===== src/rtl/l1_ingress_fifo_arb.sv =====
// Layer-1 ingress stage: four per-lane byte FIFOs merged by a round-robin
// arbiter into one registered output stream, with fill/overflow/idle status.
module l1_ingress_fifo_arb #(
    parameter int DATA_W   = 8,
    parameter int DEPTH    = 4,
    parameter int AFULL_TH = 3
) (
    input  logic              clk,
    input  logic              reset,
    input  logic [DATA_W-1:0] L1_in0,
    input  logic [DATA_W-1:0] L1_in1,
    input  logic [DATA_W-1:0] L1_in2,
    input  logic [DATA_W-1:0] L1_in3,
    input  logic              L1_valid0,
    input  logic              L1_valid1,
    input  logic              L1_valid2,
    input  logic              L1_valid3,
    input  logic              ready_in,
    output logic [DATA_W-1:0] data_out,
    output logic              valid_out,
    output logic [1:0]        out_lane,
    output logic [3:0]        empty,
    output logic [3:0]        almost_full,
    output logic [3:0]        overflow,
    output logic              idle
);
    localparam int PW = $clog2(DEPTH);
    localparam int CW = PW + 1;

    logic [DATA_W-1:0] lane_in [4];
    logic [3:0]        lane_valid;
    logic [DATA_W-1:0] mem [4][DEPTH];
    logic [PW-1:0]     wr_ptr [4];
    logic [PW-1:0]     rd_ptr [4];
    logic [CW-1:0]     count [4];
    logic [1:0]        last_grant;
    logic [1:0]        win;
    logic              have;
    logic              pop;
    logic [3:0]        pop_lane;
    logic [3:0]        wr_ok;
    logic [3:0]        drop;

    assign lane_in[0] = L1_in0;
    assign lane_in[1] = L1_in1;
    assign lane_in[2] = L1_in2;
    assign lane_in[3] = L1_in3;
    assign lane_valid = {L1_valid3, L1_valid2, L1_valid1, L1_valid0};

    // Candidates use registered counts, so a byte written this cycle waits an edge.
    always_comb begin
        have = 1'b0;
        win  = last_grant;
        for (int k = 1; k <= 4; k++) begin
            if (!have && count[2'(last_grant + 2'(k))] != '0) begin
                have = 1'b1;
                win  = 2'(last_grant + 2'(k));
            end
        end
    end

    assign pop = ready_in & have;

    always_comb begin
        pop_lane    = '0;
        wr_ok       = '0;
        drop        = '0;
        empty       = '0;
        almost_full = '0;
        for (int i = 0; i < 4; i++) begin
            pop_lane[i]    = pop && (win == 2'(i));
            wr_ok[i]       = lane_valid[i] && ((count[i] != CW'(DEPTH)) || pop_lane[i]);
            drop[i]        = lane_valid[i] && (count[i] == CW'(DEPTH)) && !pop_lane[i];
            empty[i]       = (count[i] == '0);
            almost_full[i] = (count[i] >= CW'(AFULL_TH));
        end
    end

    assign idle = (&empty) & ~valid_out;

    always_ff @(posedge clk) begin
        for (int i = 0; i < 4; i++) begin
            if (!reset && wr_ok[i]) begin
                mem[i][wr_ptr[i]] <= lane_in[i];
            end
        end
    end

    always_ff @(posedge clk) begin
        if (reset) begin
            for (int i = 0; i < 4; i++) begin
                wr_ptr[i] <= '0;
                rd_ptr[i] <= '0;
                count[i]  <= '0;
            end
            last_grant <= 2'd3;
            data_out   <= '0;
            valid_out  <= 1'b0;
            out_lane   <= 2'd0;
            overflow   <= 4'b0000;
        end else begin
            for (int i = 0; i < 4; i++) begin
                if (wr_ok[i]) begin
                    wr_ptr[i] <= wr_ptr[i] + PW'(1);
                end
                if (pop_lane[i]) begin
                    rd_ptr[i] <= rd_ptr[i] + PW'(1);
                end
                count[i] <= count[i] + CW'(wr_ok[i]) - CW'(pop_lane[i]);
                if (drop[i]) begin
                    overflow[i] <= 1'b1;
                end
            end
            valid_out <= pop;
            if (pop) begin
                data_out   <= mem[win][rd_ptr[win]];
                out_lane   <= win;
                last_grant <= win;
            end
        end
    end
endmodule


===== config.mk =====
export PLATFORM = sky130hd
export DESIGN_NAME = l1_ingress_fifo_arb
export DESIGN_NICKNAME = d
export VERILOG_FILES = /design/src/rtl/l1_ingress_fifo_arb.sv
export SDC_FILE = /design/constraint.sdc
export NUM_CORES = 1
export LEC_CHECK = 0
export CORE_MARGIN = 8
export CORE_UTILIZATION = 56
export DETAILED_ROUTE_END_ITERATION = 10
export PLACE_DENSITY = 0.75
export SYNTH_ARGS = -nofsm -noshare
export SYNTH_HDL_FRONTEND = slang
export SYNTH_SLANG_ARGS = --single-unit

===== constraint.sdc =====
create_clock -name clk -period 4.3 [get_ports clk]
set_clock_uncertainty 0.15 [all_clocks]
set_input_delay 0.86 -clock clk [delete_from_list [all_inputs] [get_ports clk]]
set_output_delay 0.86 -clock clk [all_outputs]
set_load 0.05 [all_outputs]

==> results_dict.tcl, run 1 <==
set metrics [dict create \
    clock_tree_from_tritoncts "done" \
    crit_type "reg2reg" \
    worst_skew_pair.late_latency_ns 0.42 \
    std_cell_rows 42 \
    cts_made_buffers 17 \
    post_cts_hold_buffer_count 0 \
    synth.top_cell.area_share_pct 56.8 \
    multi_input_comb_area_sq_um 2420 \
    finalSetupViolCount 0 \
    fin_crit_sh_pct 83.0 \
    synth_cells 602 \
    cp.required_ns 4.50 \
    synth.avg_cell_area_sq_um 12.7 \
    hold_viol 0 \
    most_area_hungry_cell_type_in_the_yosys_netlist "sky130_fd_sc_hd__edfxtp_1" \
    cp_slowest_stage_delay_ns 0.50 \
    synth-xor-area-share_pct 1.38 \
    grt_util_all_layers_pct 20.9 \
    endpoint_kind "register" \
    netlist_area_sq_um 7620 \
    leading_cell_type_in_the_layout_fill_and_taps_excluded "sky130_fd_sc_hd__edfxtp_1" \
    static-leakage-power_nw 3.29 \
    cts_root_buffer "sky130_fd_sc_hd__clkbuf_16" \
    max_slew_headroom_at_the_worst_pin_pct 43.0 \
    synth_area_in_simple_gates_pct 13.4 \
    synthAdderAreaFrac_pct 5.16 \
    synth_top_family_by_area "simple AND/OR/NAND/NOR gates" \
    net_count_after_synthesis 670 \
    peakVddDrop_uv 365 \
    synthFlopType "sky130_fd_sc_hd__edfxtp_1" \
    power_density_nw_per_um2 828 \
    final_cells 862 \
    dp_worst_setup_slack_ns 0.726 \
    wire_length_on_met2_microns 8660 \
    worst_ep_arrival_time_ns 3.77 \
    drt_pass1_iterations 5 \
    cpMaxStageDelayCell "sky130_fd_sc_hd__or4bb_1" \
    via_per_inst 6.10 \
    number_of_enable_flip_flop_cells_after_synthesis 144 \
    ys_ff_latch 175 \
    first_global_vias 5301 \
    dp_hpwl_microns 12300 \
    gp_routability_congestion 0.856 \
    leading_cell_types_by_total_area_after_synthesis "sky130_fd_sc_hd__edfxtp_1 (57%), sky130_fd_sc_hd__dfxtp_1 (8.1%), sky130_fd_sc_hd__ha_1 (4.1%), sky130_fd_sc_hd__nand2_1 (3.5%), sky130_fd_sc_hd__o221ai_1 (2.5%)" \
    min_path_type "reg2reg" \
    post_drt_wl_per_cell_microns 20.9 \
    totalNegativeSetupSlack_ns 0 \
    number_of_h_tree_branching_levels 4 \
    clock_edge_transition_at_the_registers_on_the_reported_setup_and_hold_paths_ns 0.07 \
    drv_slew 0 \
    timing.fmax_mhz 280 \
    initial_util_pct 57.5 \
    io_buffers 62 \
    sequential_fraction_of_the_synthesis_area_pct 64.9 \
    area.growth.synth_to_final_pct 19.8 \
    yosys_warnings 0 \
    critPathLaunchType "register" \
    ctsLongestPathBuffers 2 \
    die_area_sq_um 17600 \
    detailed_place.area_sq_um 8520 \
    route.top_layer_used "met4" \
    grt_first_pass_wirelength_microns 28600 \
    timing.final.crit_period_ns 3.57 \
    worstPathCellList "or3_4 > inv_2 > a211oi_1 > or4bb_1 > buf_4 > nand3_1 > nand3_1 > nand2_1 > inv_1 > ha_1 > inv_1 > fa_1 > nor2_1" \
    grt_start_max_net_pins 50 \
    tightest_slew_ns 0.855 \
    synth_compound_area_share_pct 9.79 \
    filler_cell_count 950 \
    layout.nets 741 \
    worst-path-max-fanout 28 \
    place.detailed.instances 830 \
    floorplan.io_pins 63 \
    drtIter0Drc 539 \
    asyncSetResetFlopFracSynth_pct 0 \
    fp.dieH_microns 133 \
    core-area_sq_um 13200 \
    fraction_of_synthesized_area_in_multiplexers_pct 1.76 \
    grt.overflow.total 0 \
    insertedDiodeCount 0 \
    maxCapViolations 0 \
    route.met3.wl_microns 1600 \
    number_of_antenna_violations_at_the_first_check_in_global_routing 0 \
    rsz0062_at_grt "no" \
    detail_route.wirelength.met1_microns 7490 \
    postCtsSetupRepairBufs 0 \
    drc 0 \
    antenna_violating_nets_post_route 0 \
    layout.cells.most_common_list "sky130_fd_sc_hd__edfxtp_1 (144), sky130_fd_sc_hd__nand2_1 (72), sky130_fd_sc_hd__clkdlybuf4s50_1 (61)" \
    setup_ws_ns 0.733 \
    seq_area_sq_um 4940 \
    synth_cell_type_count 52 \
    chipWidth_microns 133 \
    cts.sinks 175 \
    post_route_cells_drive_above_1_share_pct 10.1 \
    status "complete, no violations" \
    final_design_area_no_fill_sq_um 9130 \
    post_cts_resized 0 \
    routed_wirelength_microns 18000 \
    num_vias 5257 \
]
==> logic make-up (layout without fill, tap and decap cells) <==
logic type | after synthesis | after routing
AOI/OAI and AO/OA | 106 | 106
DFF | 175 | 175
buffers and inverters | 67 | 151
xor gates and xnor gates | 12 | 12
and+or+nand+nor | 201 | 201
adders and majority gates | 29 | 29
muxes | 12 | 12
==> final cells by class <==
cell class              count  share of cell area (%)
clock buffers              18                    4.70
clock inverters            14                    1.95
inverters                  31                    1.33
multi-input cells         360                    26.5
flip-flops and latches    175                    54.2
well taps                 176                    2.41
repair buffers             88                    8.89
==> through the flow <==
stage | hold WS [ns] | util [%] | total power (W)
4_1_cts | 0.330 | 68.9 | 0.00753
2_1_floorplan | 0.393 | - | 0.00488
5_1_grt | 0.367 | 68.9 | 0.00799
3_5_place_dp | 0.315 | 64.3 | 0.00593
6_report | 0.322 | 68.9 | 0.00755
3_3_place_gp | 0.308 | 64.3 | 0.00581
==> critical path: cells and delay by family (launching register included) <==
kind                       cells  cell delay [ns]
buffers and inverters          4             0.51
adders and majority gates      2             0.61
and+or+nand+nor                6             1.71
DFF                            1             0.37
AOI/OAI and AO/OA              1             0.14
==> cell usage after synthesis, drive strengths merged (2+ instances only) <==
cell    count
fa          4
a211oi      3
or3         4
or4         3
a21oi      12
o221ai     22
a41oi       4
nand2b      9
mux2i      10
nor3       23
nand3      12
and3       14
o22ai       7
nor2b       4
nand2      72
dfxtp      31
o211ai     10
o31ai       2
buf        16
edfxtp    144
nor2       32
o21ai      18
nor3b      20
inv        30
clkbuf     20
a31oi      16
a311oi      7
nor4b       2
xor2        4
xnor2       8
ha         25
==> power breakdown <==
part | switching, W | internal [W] | leakage, nW
registers | 0.000175 | 0.00207 | 1.59
clock network | 0.000657 | 0.000925 | 0.287
logic | 0.00241 | 0.00132 | 1.42
==> routing by layer <==
layer  global-route usage, %  up-vias
met5                       0        -
met2                    33.3      279
met3                    5.79       27
met4                    6.62        0
li1                        -     2385
met1                    27.1     2566
==> registers in the layout, indices dropped and copies added, names as in the netlist, named ones only <==
register and count:
rd_ptr 8, data_out 8, valid_out 1, out_lane 2, last_grant 2, overflow 4
count 12, mem 128, wr_ptr 8
==> worst paths after layout <==
| path | endpoint | cells after the start | from | slack (ns) |
|---|---|---|---|---|
| setup / recovery | count[3][1] | 13 | count[2][1] | 0.73 |
| hold / removal | overflow[0] | 2 | overflow[0] | 0.32 |
| setup reg to reg | count[3][1] | 13 | count[2][1] | 0.73 |
| hold reg to reg | overflow[0] | 2 | overflow[0] | 0.32 |
(Power assumes the default switching activity.)
==> run 2, diff against run 1 <==
clock period = 3.4 ns   (was 4.3 ns; I/O delays follow)
==> run 2 against run 1 <==
  * Sequential share of layout area fell by 0.85 points
  * Clock power rose by 17%
  * Combinational power rose by 34%
  * Global-route usage fell by 0.27 points
  * Power rose by 28%
  * Flip-flop and latch count did not move
  * Critical path type is now reg2out
==> results_dict.tcl, run 2 (synthesis results as in run 1) <==
set metrics [dict create \
    maxCapViolations 0 \
    filler_cell_count 927 \
    clock_edge_transition_at_the_registers_on_the_reported_setup_and_hold_paths_ns 0.06 \
    grt.overflow.total 0 \
    gp_routability_congestion 0.877 \
    post_route_cells_drive_above_1_share_pct 15.0 \
    max_slew_headroom_at_the_worst_pin_pct 21.0 \
    antenna_violating_nets_post_route 0 \
    grt_start_max_net_pins 61 \
    static-leakage-power_nw 3.35 \
    insertedDiodeCount 0 \
    critical_path_buf_inv_count 2 \
    postCtsSetupRepairBufs 0 \
    finalSetupViolCount 0 \
    worst_skew_pair.late_latency_ns 0.43 \
    path_delay_family "buffers and inverters" \
    worstPathCellList "or3_4 > inv_1 > nand4_1 > nor2_1 > clkdlybuf4s50_1" \
    die_area_sq_um 17600 \
    cts_made_buffers 17 \
    first_global_vias 5146 \
    worst_hold_slack_ns 0.329 \
    routed_wirelength_microns 17900 \
    critPathLaunchType "register" \
    ctsLongestPathBuffers 2 \
    cp.required_ns 2.57 \
    hold_viol 0 \
    cts.sinks 175 \
    timing.fmax_mhz 307 \
    area.growth.synth_to_final_pct 21.9 \
    power_density_nw_per_um2 1040 \
    place.detailed.instances 839 \
    core-area_sq_um 13200 \
    drv_slew 0 \
    final_cells 871 \
    min_path_type "reg2reg" \
    post_drt_wl_per_cell_microns 20.5 \
    cp_slowest_stage_delay_ns 0.81 \
    leading_cell_type_in_the_layout_fill_and_taps_excluded "sky130_fd_sc_hd__edfxtp_1" \
    drtIter0Drc 591 \
    worst_ep_arrival_time_ns 2.43 \
    peakVddDrop_uv 614 \
    endpoint_kind "output port" \
    fp.dieH_microns 133 \
    crit_type "reg2out" \
    drc 0 \
    detail_route.wirelength.met1_microns 7980 \
    grt_first_pass_wirelength_microns 28400 \
    layout.nets 751 \
    route.top_layer_used "met4" \
    floorplan.io_pins 63 \
    std_cell_rows 42 \
    number_of_h_tree_branching_levels 4 \
    wire_length_on_met2_microns 8050 \
    dp_hpwl_microns 12500 \
    layout.cells.most_common_list "sky130_fd_sc_hd__edfxtp_1 (144), sky130_fd_sc_hd__nand2_1 (71), sky130_fd_sc_hd__clkdlybuf4s50_1 (61)" \
    timing.final.crit_period_ns 3.26 \
    cpMaxStageDelayCell "sky130_fd_sc_hd__clkdlybuf4s50_1" \
    drt_pass1_iterations 7 \
    num_vias 5281 \
    chipWidth_microns 133 \
    tightest_slew_ns 1.18 \
    initial_util_pct 57.5 \
    post_cts_resized 0 \
    number_of_antenna_violations_at_the_first_check_in_global_routing 0 \
    clock_tree_from_tritoncts "done" \
    post_cts_hold_buffer_count 0 \
    status "complete, no violations" \
    io_buffers 62 \
    route.met3.wl_microns 1490 \
    worst-path-max-fanout 7 \
    fin_crit_sh_pct 95.8 \
    via_per_inst 6.06 \
    cts_root_buffer "sky130_fd_sc_hd__clkbuf_16" \
    largest_register_ff_count 128 \
    grt_util_all_layers_pct 20.6 \
]
run 2: cell types whose count changed in the layout (fill, tap and decap cells not counted), sizes merged:
cell      change
clkinvlp      +1
clkinv        -1
buf          +10
clkbuf        +1
bufinv        -2
run 2: path summary, 6_finish.rpt:
| check | start | slack, ns | cells past startpoint | end |
|---|---|---|---|---|
| worst max register to register | count[1][0] | 0.16 | 14 | count[0][2] |
| worst min-delay path | overflow[0] | 0.33 | 2 | overflow[0] |
| worst max-delay path | count[1][0] | 0.14 | 5 | idle |
| worst min register to register | overflow[0] | 0.33 | 2 | overflow[0] |
run 2: layout make-up:
class | count | area (sq um) | share of cell area, %
clock inverter | 12 | 126 | 1.36
timing repair buffer | 98 | 887 | 9.56
inverter | 31 | 121 | 1.31
multi-input combinational | 360 | 2540 | 27.4
clock buffer | 19 | 433 | 4.66
sequential | 175 | 4950 | 53.3
tap | 176 | 220 | 2.37
run 2: metrics by stage:
stage / util (%) / setup slack, ns / TNS (ns) / total power, W / area [sq um]
floorplan: - / -0.133 / -4.29 / 0.00618 / 7680
global placement: 65.3 / 0.162 / 0 / 0.00752 / 8650
detailed placement: 65.3 / 0.0387 / 0 / 0.00765 / 8650
CTS: 69.5 / 0.0128 / 0 / 0.00952 / 9210
global route: 70.1 / -0.0110 / -0.0110 / 0.0102 / 9280
finish: 70.1 / 0.144 / 0 / 0.00967 / 9280
run 2: power by group:
| part | switching (W) | leakage, nW | internal, W | total (W) |
|---|---|---|---|---|
| clock network | 0.000827 | 0.261 | 0.00102 | 0.00185 |
| registers | 0.000218 | 1.59 | 0.00262 | 0.00284 |
| logic | 0.00316 | 1.49 | 0.00182 | 0.00498 |
| total | 0.00421 | 3.35 | 0.00546 | 0.00967 |
run 2: per-layer routing:
layer / up-vias / track usage [%]
li1: 2417 / -
met2: 265 / 30.4
met5: - / 0
met3: 30 / 4.39
met1: 2569 / 29.6
met4: 0 / 6.88
run 2: tightest hold or removal path, delay by kind of cell, from the launching register on:
family	cells	cell delay [ns]
compound gates	1	0.05
flops	1	0.33
simple gates	1	0.07
==> run 3, diff against run 2 <==
CAP_MARGIN = 20   (was not set)
CORE_UTILIZATION = 30   (was 56)
PLACE_DENSITY = 0.45   (was 0.75)
clock period = 3.95 ns   (was 3.4 ns; I/O delays follow)
==> run 3 against run 2 <==
  * First-iteration DRC count fell by 38%
  * Die area rose by 75%
  * Worst hold slack improved by 0.0046 ns
  * Largest power group unchanged
  * Via count fell by 4.6%
  * Flip-flop and latch count did not move
  * Highest routed layer unchanged
  * Power fell by 15%
  * Critical path type is now reg2reg
  * Sequential share of layout area fell by 0.21 points
  * Largest cell class unchanged
  * Global-route usage fell by 7.6 points
  * Non-clock buffer count fell by 8
  * Combinational power fell by 17%
==> results_dict.tcl, run 3 (synthesis results as in run 1) <==
set metrics [dict create \
    layout.cells.most_common_list "sky130_fd_sc_hd__edfxtp_1 (144), sky130_fd_sc_hd__nand2_1 (72), sky130_fd_sc_hd__clkdlybuf4s50_1 (61)" \
    layout.nets 743 \
    finalSetupViolCount 0 \
    number_of_antenna_violations_at_the_first_check_in_global_routing 0 \
    timing.final.crit_period_ns 3.55 \
    timing.hold.worst.start "overflow[3]" \
    grt_util_all_layers_pct 13.0 \
    worst_ep_arrival_time_ns 3.69 \
    clock_tree_from_tritoncts "done" \
    hold_end "overflow[3]" \
    largest_register_ff_count 128 \
    post_drt_wl_per_cell_microns 19.3 \
    maxCapViolations 0 \
    whs_path_cells 2 \
    totalNegativeSetupSlack_ns 0 \
    floorplan.io_pins 63 \
    drt_pass1_iterations 4 \
    post_route_cells_drive_above_1_share_pct 10.8 \
    rsz0062_at_grt "no" \
    crit_type "reg2reg" \
    post_cts_hold_buffer_count 0 \
    via_per_inst 4.95 \
    drc 0 \
    drv_slew 0 \
    insertedDiodeCount 0 \
    worst-path-max-fanout 10 \
    grt_first_pass_wirelength_microns 30700 \
    static-leakage-power_nw 3.30 \
    grt_start_max_net_pins 57 \
    crit_start "last_grant[1]" \
    number_of_h_tree_branching_levels 4 \
    worst_r2r_startpoint "last_grant[1]" \
    tightest_slew_ns 1.03 \
    power_density_nw_per_um2 881 \
    grt.overflow.total 0 \
    detailed_place.area_sq_um 8730 \
    io_buffers 62 \
    status "complete, no violations" \
    filler_cell_count 2406 \
    cts_root_buffer "sky130_fd_sc_hd__clkbuf_16" \
    std_cell_rows 58 \
    initial_util_pct 30.4 \
    die_area_sq_um 30700 \
    peakVddDrop_uv 520 \
    final_design_area_no_fill_sq_um 9310 \
    leading_cell_type_in_the_layout_fill_and_taps_excluded "sky130_fd_sc_hd__edfxtp_1" \
    gp_routability_congestion 0.813 \
    fp.dieH_microns 175 \
    worst_skew_pair.late_latency_ns 0.43 \
    area.growth.synth_to_final_pct 22.2 \
    chipWidth_microns 175 \
    hold_viol 0 \
    fin_crit_sh_pct 89.9 \
    post_cts_resized 0 \
    cp.required_ns 4.09 \
    worst_hold_slack_ns 0.334 \
    timing.fmax_mhz 282 \
    ctsLongestPathBuffers 2 \
    clock_edge_transition_at_the_registers_on_the_reported_setup_and_hold_paths_ns 0.07 \
    endpoint_kind "register" \
    layout.core_utilization_pct 37.2 \
    num_vias 5036 \
    worstReg2RegEnd "count[3][2]" \
    max_slew_headroom_at_the_worst_pin_pct 31.1 \
    dp_hpwl_microns 14100 \
    first_global_vias 5288 \
    core-area_sq_um 25000 \
    drtIter0Drc 367 \
    cts_made_buffers 17 \
    min_path_type "reg2reg" \
    cts.sinks 175 \
    routed_wirelength_microns 19700 \
    critPathLaunchType "register" \
    postCtsSetupRepairBufs 0 \
    regToRegSetupSlack_ns 0.40 \
    antenna_violating_nets_post_route 0 \
    r2r_cells 12 \
]
[run 3: cell count changes in the layout (fill, tap and decap cells not counted), moves of 2 or more]
cell,before,now
sky130_fd_sc_hd__nand3_2,4,0
sky130_fd_sc_hd__dfxtp_1,26,31
sky130_fd_sc_hd__buf_4,34,28
sky130_fd_sc_hd__inv_8,2,6
sky130_fd_sc_hd__nand3_1,8,12
sky130_fd_sc_hd__nor3b_2,12,0
sky130_fd_sc_hd__clkinvlp_4,4,2
sky130_fd_sc_hd__clkbuf_1,2,0
sky130_fd_sc_hd__nor3b_1,8,20
sky130_fd_sc_hd__dfxtp_2,5,0
[run 3: stage by stage]
step	power, W	instances	setup slack, ns
detailed placement	0.00663	986	0.265
finish	0.00820	1018	0.399
floorplan	0.00531	602	0.417
global route	0.00874	1018	0.134
global placement	0.00659	986	0.373
CTS	0.00829	1018	0.253
[run 3: how the worst max path moves through the flow]
stage	to	slack, ns	cells after the start
after floorplan	mem[0][0]	0.42	9
after global routing	count[3][2]	0.13	12
after CTS	count[3][2]	0.25	13
after global placement	count[3][2]	0.37	12
after detailed placement	count[3][2]	0.26	12
final	count[3][2]	0.40	12
[run 3: layout make-up]
| cell class | count | area (sq um) | area share, % |
|---|---|---|---|
| sequential | 175 | 4940 | 53.1 |
| multi-input combinational | 360 | 2430 | 26.2 |
| timing repair buffer | 90 | 826 | 8.87 |
| clock buffer | 17 | 425 | 4.57 |
| tap | 330 | 413 | 4.44 |
| clock inverter | 15 | 143 | 1.53 |
| inverter | 31 | 121 | 1.30 |
[run 3: report_power, final]
| group | switching (W) | internal, W |
|---|---|---|
| Combinational | 0.00266 | 0.00147 |
| Clock | 0.000789 | 0.000839 |
| Sequential | 0.000192 | 0.00225 |
[run 3: worst max-delay path, stage by stage (launching register included)]
cell and delay (ns):
sky130_fd_sc_hd__dfxtp_1 0.55, sky130_fd_sc_hd__nor4b_1 0.50, sky130_fd_sc_hd__a22o_1 0.34, sky130_fd_sc_hd__or3_1 0.33, sky130_fd_sc_hd__nand3_1 0.32, sky130_fd_sc_hd__nand3_1 0.18, sky130_fd_sc_hd__nand2_1 0.19, sky130_fd_sc_hd__inv_1 0.11
sky130_fd_sc_hd__ha_1 0.15, sky130_fd_sc_hd__inv_1 0.05, sky130_fd_sc_hd__fa_1 0.37, sky130_fd_sc_hd__xor2_1 0.14, sky130_fd_sc_hd__nor2_1 0.05
[run 3: per-layer routing]
| metal | part of all wire [%] | global-route usage, % |
|---|---|---|
| met1 | 43 | 15.8 |
| met2 | 51 | 22.9 |
| met3 | 4.1 | 3.24 |
| met4 | 0.93 | 2.90 |
| met5 | 0 | 0 |
==> variant 1: new RTL, flow settings as in run 2 <==
Change the parameter `DEPTH` from 4 to 2.
--- a/src/rtl/l1_ingress_fifo_arb.sv
+++ b/src/rtl/l1_ingress_fifo_arb.sv
@@ -4,3 +4,3 @@
     parameter int DATA_W   = 8,
-    parameter int DEPTH    = 4,
+    parameter int DEPTH    = 2,
     parameter int AFULL_TH = 3
Formal check against the unedited RTL: not equivalent (Yosys sat finds a counterexample within 4 cycles, from zero or initial values and one cycle with reset high).
==> variant 1 against run 2 <==
Worst setup slack improved by 0.012 ns; global-route usage decreased by 0.91 points; cell area decreased by 40%; sequential power decreased by 41%; sequential cell count decreased by 76; synthesized area decreased by 39%; utilization decreased by 1.9 points; routed wire length decreased by 39%; total power decreased by 48%.
==> variant 1: results (changes against run 2) <==
- Clk buf depth: 2 (unchanged)
- Hold slack: 0.304 ns (was 0.329 ns)
- Post-synth ARST share: 0% (unchanged)
- Lkg Pwr: 2.12 nW (was 3.35 nW)
- CTS Buf Count: 9 (was 17)
- Post-DP HPWL: 7900 um (was 12500 um)
- Dominant cells by area after synthesis: edfxtp_1 (47%), dfxtp_1 (12%), mux2i_1 (5.2%) (was edfxtp_1 (57%), dfxtp_1 (8.1%), ha_1 (4.1%))
- Synth area leader: edfxtp_1 (unchanged)
- Sequential area share after synthesis: 58.4% (was 64.9%)
- Pre-CTS setup slack: 0.432 ns (was 0.0387 ns)
- WL per Instance: 18.9 um (was 20.5 um)
- IO buf count: 62 (unchanged)
- Post-synth EDFFs: 72 (was 144)
- Clock-pin slew on the worst setup and hold paths: 0.09 ns (was 0.06 ns)
- Sequential Power Share: 33.3% (was 29.3%)
- Initial antenna violation count: 0 (unchanged)
- Worst vdd ir: 0.000374 V (was 0.000614 V)
- Achievable Freq: 0.308 GHz (was 0.307 GHz)
- CP Launch Point: count[1][1] (was count[1][0])
- Largest net degree at the start of global routing: 29 (was 61)
- Distinct cells, synth: 61 (was 52)
- Combinational power: 2.64 mW (was 4.98 mW)
- Combinational Power Share: 52.3% (was 51.5%)
- Final max-slew violation count: 0 (unchanged)
- H-tree lvl count: 3 (was 4)
- Slew Limit Headroom: 48.6% (was 21.0%)
- Post-CTS Setup Bufs: 0 (unchanged)
- Critical-path maximum fanout: 6 (was 7)
- Sw Ratio: 44.8% (was 43.5%)
- Number of diodes: 0 (unchanged)
- Yosys warns: 0 (unchanged)
- Run status: completed (unchanged)
- # fillers: 622 (was 927)
- First-pass GRT wire length: 17600 um (was 28400 um)
- Fraction of layout cells with a size suffix above 1: 11.5% (was 15.0%)
- Final #Nets: 513 (was 751)
- Vias in the first global route: 3443 (was 5146)
- Global Route Usage Sum: 19.7% (was 20.6%)
- DR vias: 3370 (was 5281)
- Worst-case reg-to-reg path depth: 11 (was 14)
- Post-Place Cells: 560 (was 839)
- Clock Latency Late Sink: 0.37 ns (was 0.43 ns)
- Worst reg2reg endpoint: count[2][1] (was count[0][2])
- DRT Wirelength: 10900 um (was 17900 um)
- Final Wtd Congestion: 0.896 (was 0.877)
- Synth top cells by count: edfxtp_1 (72), nor2_1 (47), dfxtp_1 (27) (was edfxtp_1 (144), nand2_1 (72), nor2_1 (32))
- Flip-flop count of the largest register, all copies and words added: 64 (was 128)
- Worst path slowest cell: clkdlybuf4s50_1 (unchanged)
- DR iter-0 viols: 222 (was 591)
- Worst reg2reg path startpoint: count[3][1] (was count[1][0])
- Worst hold start: overflow[2] (was overflow[0])
- Syn_nets: 450 (was 670)
- Post-Syn Instances: 403 (was 602)
- R2r setup slk: 0.42 ns (was 0.16 ns)
- Maxcap violations: 0 (unchanged)
- Max stage delay on crit path: 0.85 ns (was 0.81 ns)
- Root Buffer: clkbuf_8 (was clkbuf_16)
- TritonRoute pass-1 iters: 5 (was 7)
## variant 1: cell count changes in the layout (fill, tap and decap cells not counted), sizes merged, moves of 13 or more
cell	before	now
mux2i	10	24
a31oi	16	1
nor3b	20	6
nor4	1	14
edfxtp	144	72
nand2	72	5
nor2	32	48
o221ai	22	0
ha	25	8
buf	37	14
## variant 1: per-layer routing
metal | track usage, % | vias up | part of all wire, %
met3 | 5.64 | 22 | 8.0
li1 | - | 1596 | -
met5 | 0 | - | 0
met1 | 24.3 | 1603 | 42
met2 | 32.3 | 149 | 48
met4 | 7.04 | 0 | 2.1
## variant 1: worst min path at each step
stage / to / slack [ns] / depth (start not counted)
global placement: overflow[2] / 0.28 / 2
finish: overflow[2] / 0.30 / 2
CTS: overflow[2] / 0.31 / 2
global route: overflow[2] / 0.32 / 2
detailed placement: overflow[2] / 0.30 / 2
floorplan: count[0][1] / 0.37 / 2
## variant 1: area by class of cell
class                   instances  area [sq um]  share of cell area [%]
clock inverters                 7          68.8                    1.24
inverters                      24          92.6                    1.67
clock buffers                   9           124                    2.23
well taps                     105           131                    2.37
flip-flops and latches         99          2700                    48.7
multi-input cells             256          1700                    30.6
repair buffers                 76           726                    13.1
## variant 1: cell families after synthesis
| family | Yosys count | share of synthesized area (%) |
|---|---|---|
| DFF | 99 | 58.4 |
| AOI/OAI and AO/OA | 71 | 10.3 |
| and+or+nand+nor | 144 | 17.0 |
| muxes | 25 | 5.68 |
| adders and majority gates | 8 | 2.16 |
| xor gates and xnor gates | 8 | 1.51 |
| buffers and inverters | 48 | 4.89 |
## variant 1: metrics by stage
stage / area [sq um] / util [%]
after floorplan: 4630 / -
after global placement: 5350 / 65.8
after detailed placement: 5350 / 65.8
after CTS: 5540 / 68.2
after global routing: 5540 / 68.2
final: 5540 / 68.2
==> variant 2: new RTL, config.mk and constraints of run 2 <==
Made on the original files. Register the output `overflow` once more; this adds one clock of latency there. The other outputs are not delayed to match. Comments in the files are not updated.
--- a/src/rtl/l1_ingress_fifo_arb.sv
+++ b/src/rtl/l1_ingress_fifo_arb.sv
@@ -28,2 +28,4 @@
     localparam int CW = PW + 1;
+
+    logic [3:0] overflow_s0;
 
@@ -99,3 +101,3 @@
             out_lane   <= 2'd0;
-            overflow   <= 4'b0000;
+            overflow_s0 <= 4'b0000;
         end else begin
@@ -110,3 +112,3 @@
                 if (drop[i]) begin
-                    overflow[i] <= 1'b1;
+                    overflow_s0[i] <= 1'b1;
                 end
@@ -121,2 +123,6 @@
     end
+    always_ff @(posedge clk) begin
+        overflow <= overflow_s0;
+    end
+
 endmodule
Formal check against the unedited RTL: not equivalent (Yosys sat finds a counterexample within 10 cycles, from zero or initial values and one cycle with reset high).
==> variant 2 against run 2 <==
Worst setup slack got worse by 0.048 ns; hold slack got worse by 0.12 ns; total power fell by 5.6%; cell area rose by 2.4%; synthesized area rose by 3.4%; sequential cell count rose by 4; register-to-register slack got worse by 0.06 ns; routed wire length rose by 2.2%; largest power group unchanged; highest routed layer unchanged.
==> variant 2: results (changes against run 2) <==
- Clock network fraction of total power: 24.0% (was 19.1%)
- R2r setup slk: 0.1 ns (was 0.16 ns)
- Lkg Pwr: 3.60 nW (was 3.35 nW)
- Hold slack: 0.205 ns (was 0.329 ns)
- Sequential area share after synthesis: 63.8% (was 64.9%)
- Synth top cells by count: edfxtp_1 (144), nand2_1 (111), nand3_1 (51) (was edfxtp_1 (144), nand2_1 (72), nor2_1 (32))
- Synth Area in Adders: 4.99% (was 5.16%)
- Yosys warns: 0 (unchanged)
- IO buf count: 62 (unchanged)
- Combinational Power Share: 45.0% (was 51.5%)
- Flip-flop count of the largest register, all copies and words added: 128 (unchanged)
- Max stage delay on crit path: 0.44 ns (was 0.81 ns)
- Post-synth EDFFs: 144 (unchanged)
- Hold WC Path Type: flop to flop (unchanged)
- TritonRoute pass-1 iters: 5 (was 7)
- Post-DP HPWL: 13100 um (was 12500 um)
- Largest net degree at the start of global routing: 65 (was 61)
- Post-synth ARST share: 0% (unchanged)
- Post-CTS Setup Bufs: 0 (unchanged)
- Cell family contributing the most delay on the critical path: simple AND/OR/NAND/NOR gates (was buffers and inverters)
- First-pass GRT wire length: 29000 um (was 28400 um)
- Ys flop type: edfxtp_1 (unchanged)
- Syn_nets: 713 (was 670)
- CTS Buf Count: 17 (unchanged)
- Initial antenna violation count: 0 (unchanged)
- Mux cell area share after synthesis: 3.70% (was 1.76%)
- Vias/cell: 5.88 (was 6.06)
- Critical-path maximum fanout: 6 (was 7)
- Final Wtd Congestion: 0.921 (was 0.877)
- Vias in the first global route: 5616 (was 5146)
- Actual slew at the worst max-slew pin: 0.672 ns (was 1.18 ns)
- H-tree lvl count: 4 (unchanged)
- DR iter-0 viols: 563 (was 591)
- Clk buf depth: 2 (unchanged)
- Fraction of layout cells with a size suffix above 1: 11.5% (was 15.0%)
- Worst vdd ir: 0.00109 V (was 0.000614 V)
- Dominant cells by area after synthesis: edfxtp_1 (55%), dfxtp_1 (8.9%), nand2_1 (5.3%) (was edfxtp_1 (57%), dfxtp_1 (8.1%), ha_1 (4.1%))
- Post-Synth XOR/XNOR Area: 1.22% (was 1.38%)
- Final #Nets: 785 (was 751)
- Worst path slowest cell: or3_4 (was clkdlybuf4s50_1)
- # fillers: 974 (was 927)
- DRT Wirelength: 18300 um (was 17900 um)
- Clock-pin slew on the worst setup and hold paths: 0.06 ns (about the same)
- Clock Latency Late Sink: 0.43 ns (about the same)
- Distinct cells, synth: 52 (unchanged)
- Run status: completed (unchanged)
- Die X: 135 um (was 133 um)
- Compound-Gate Fraction of Synth Area: 8.64% (was 9.79%)
- CP arrival: 3.51 ns (was 2.43 ns)
- Root Buffer: clkbuf_16 (unchanged)
- Global Route Usage Sum: 20.9% (was 20.6%)
- Number of diodes: 0 (unchanged)
- Post-route ant nets: 0 (unchanged)
- Switching pwr: 3.55 mW (was 4.21 mW)
[variant 2: cell count changes in the layout (fill, tap and decap cells not counted), moves of 10 or more]
cell	change
nand3_1	+43
nand2_1	+40
a21oi_1	+23
o221ai_1	-22
a31oi_1	-13
buf_4	-11
o21ai_0	-11
nor3_1	-10
[variant 2: stage by stage]
step                setup WS [ns]  TNS (ns)  total power [mW]  instances  instance area, sq um
floorplan                 0.00718         0              5.78        645                  7950
global placement            0.309         0              6.79        878                  8830
detailed placement          0.116         0              6.93        878                  8830
CTS                      0.000914         0              9.12        910                  9490
global route              -0.0932   -0.0932              9.59        910                  9510
finish                     0.0955         0              9.13        910                  9510
[variant 2: final timing paths]
check | from | end | depth (start not counted)
setup / recovery | count[3][0] | count[0][2] | 15
hold / removal | overflow_s0[2] | overflow[2] | 0
setup reg to reg | count[3][0] | count[0][2] | 15
hold reg to reg | overflow_s0[2] | overflow[2] | 0
[variant 2: cell type report]
| cell class | count | share of cell area [%] |
|---|---|---|
| clock buffers | 23 | 4.82 |
| clock inverters | 9 | 2.16 |
| inverters | 31 | 1.30 |
| multi-input cells | 401 | 27.7 |
| flip-flops and latches | 179 | 52.9 |
| well taps | 180 | 2.37 |
| repair buffers | 87 | 8.74 |
[variant 2: routing by layer]
| layer | up-vias | GRT usage (%) | share of wire [%] |
|---|---|---|---|
| li1 | 2489 | - | - |
| met1 | 2618 | 24.4 | 40 |
| met2 | 209 | 35.7 | 52 |
| met3 | 32 | 4.75 | 6.1 |
| met4 | 0 | 10.2 | 2.8 |
| met5 | - | 0 | 0 |
[variant 2: what timing repair did]
| item | in CTS | in global routing |
|---|---|---|
| resized for setup | 0 | 4 |
| endpoints found under the setup margin | 0 | 11 |
| hold endpoints to repair | 0 | 0 |
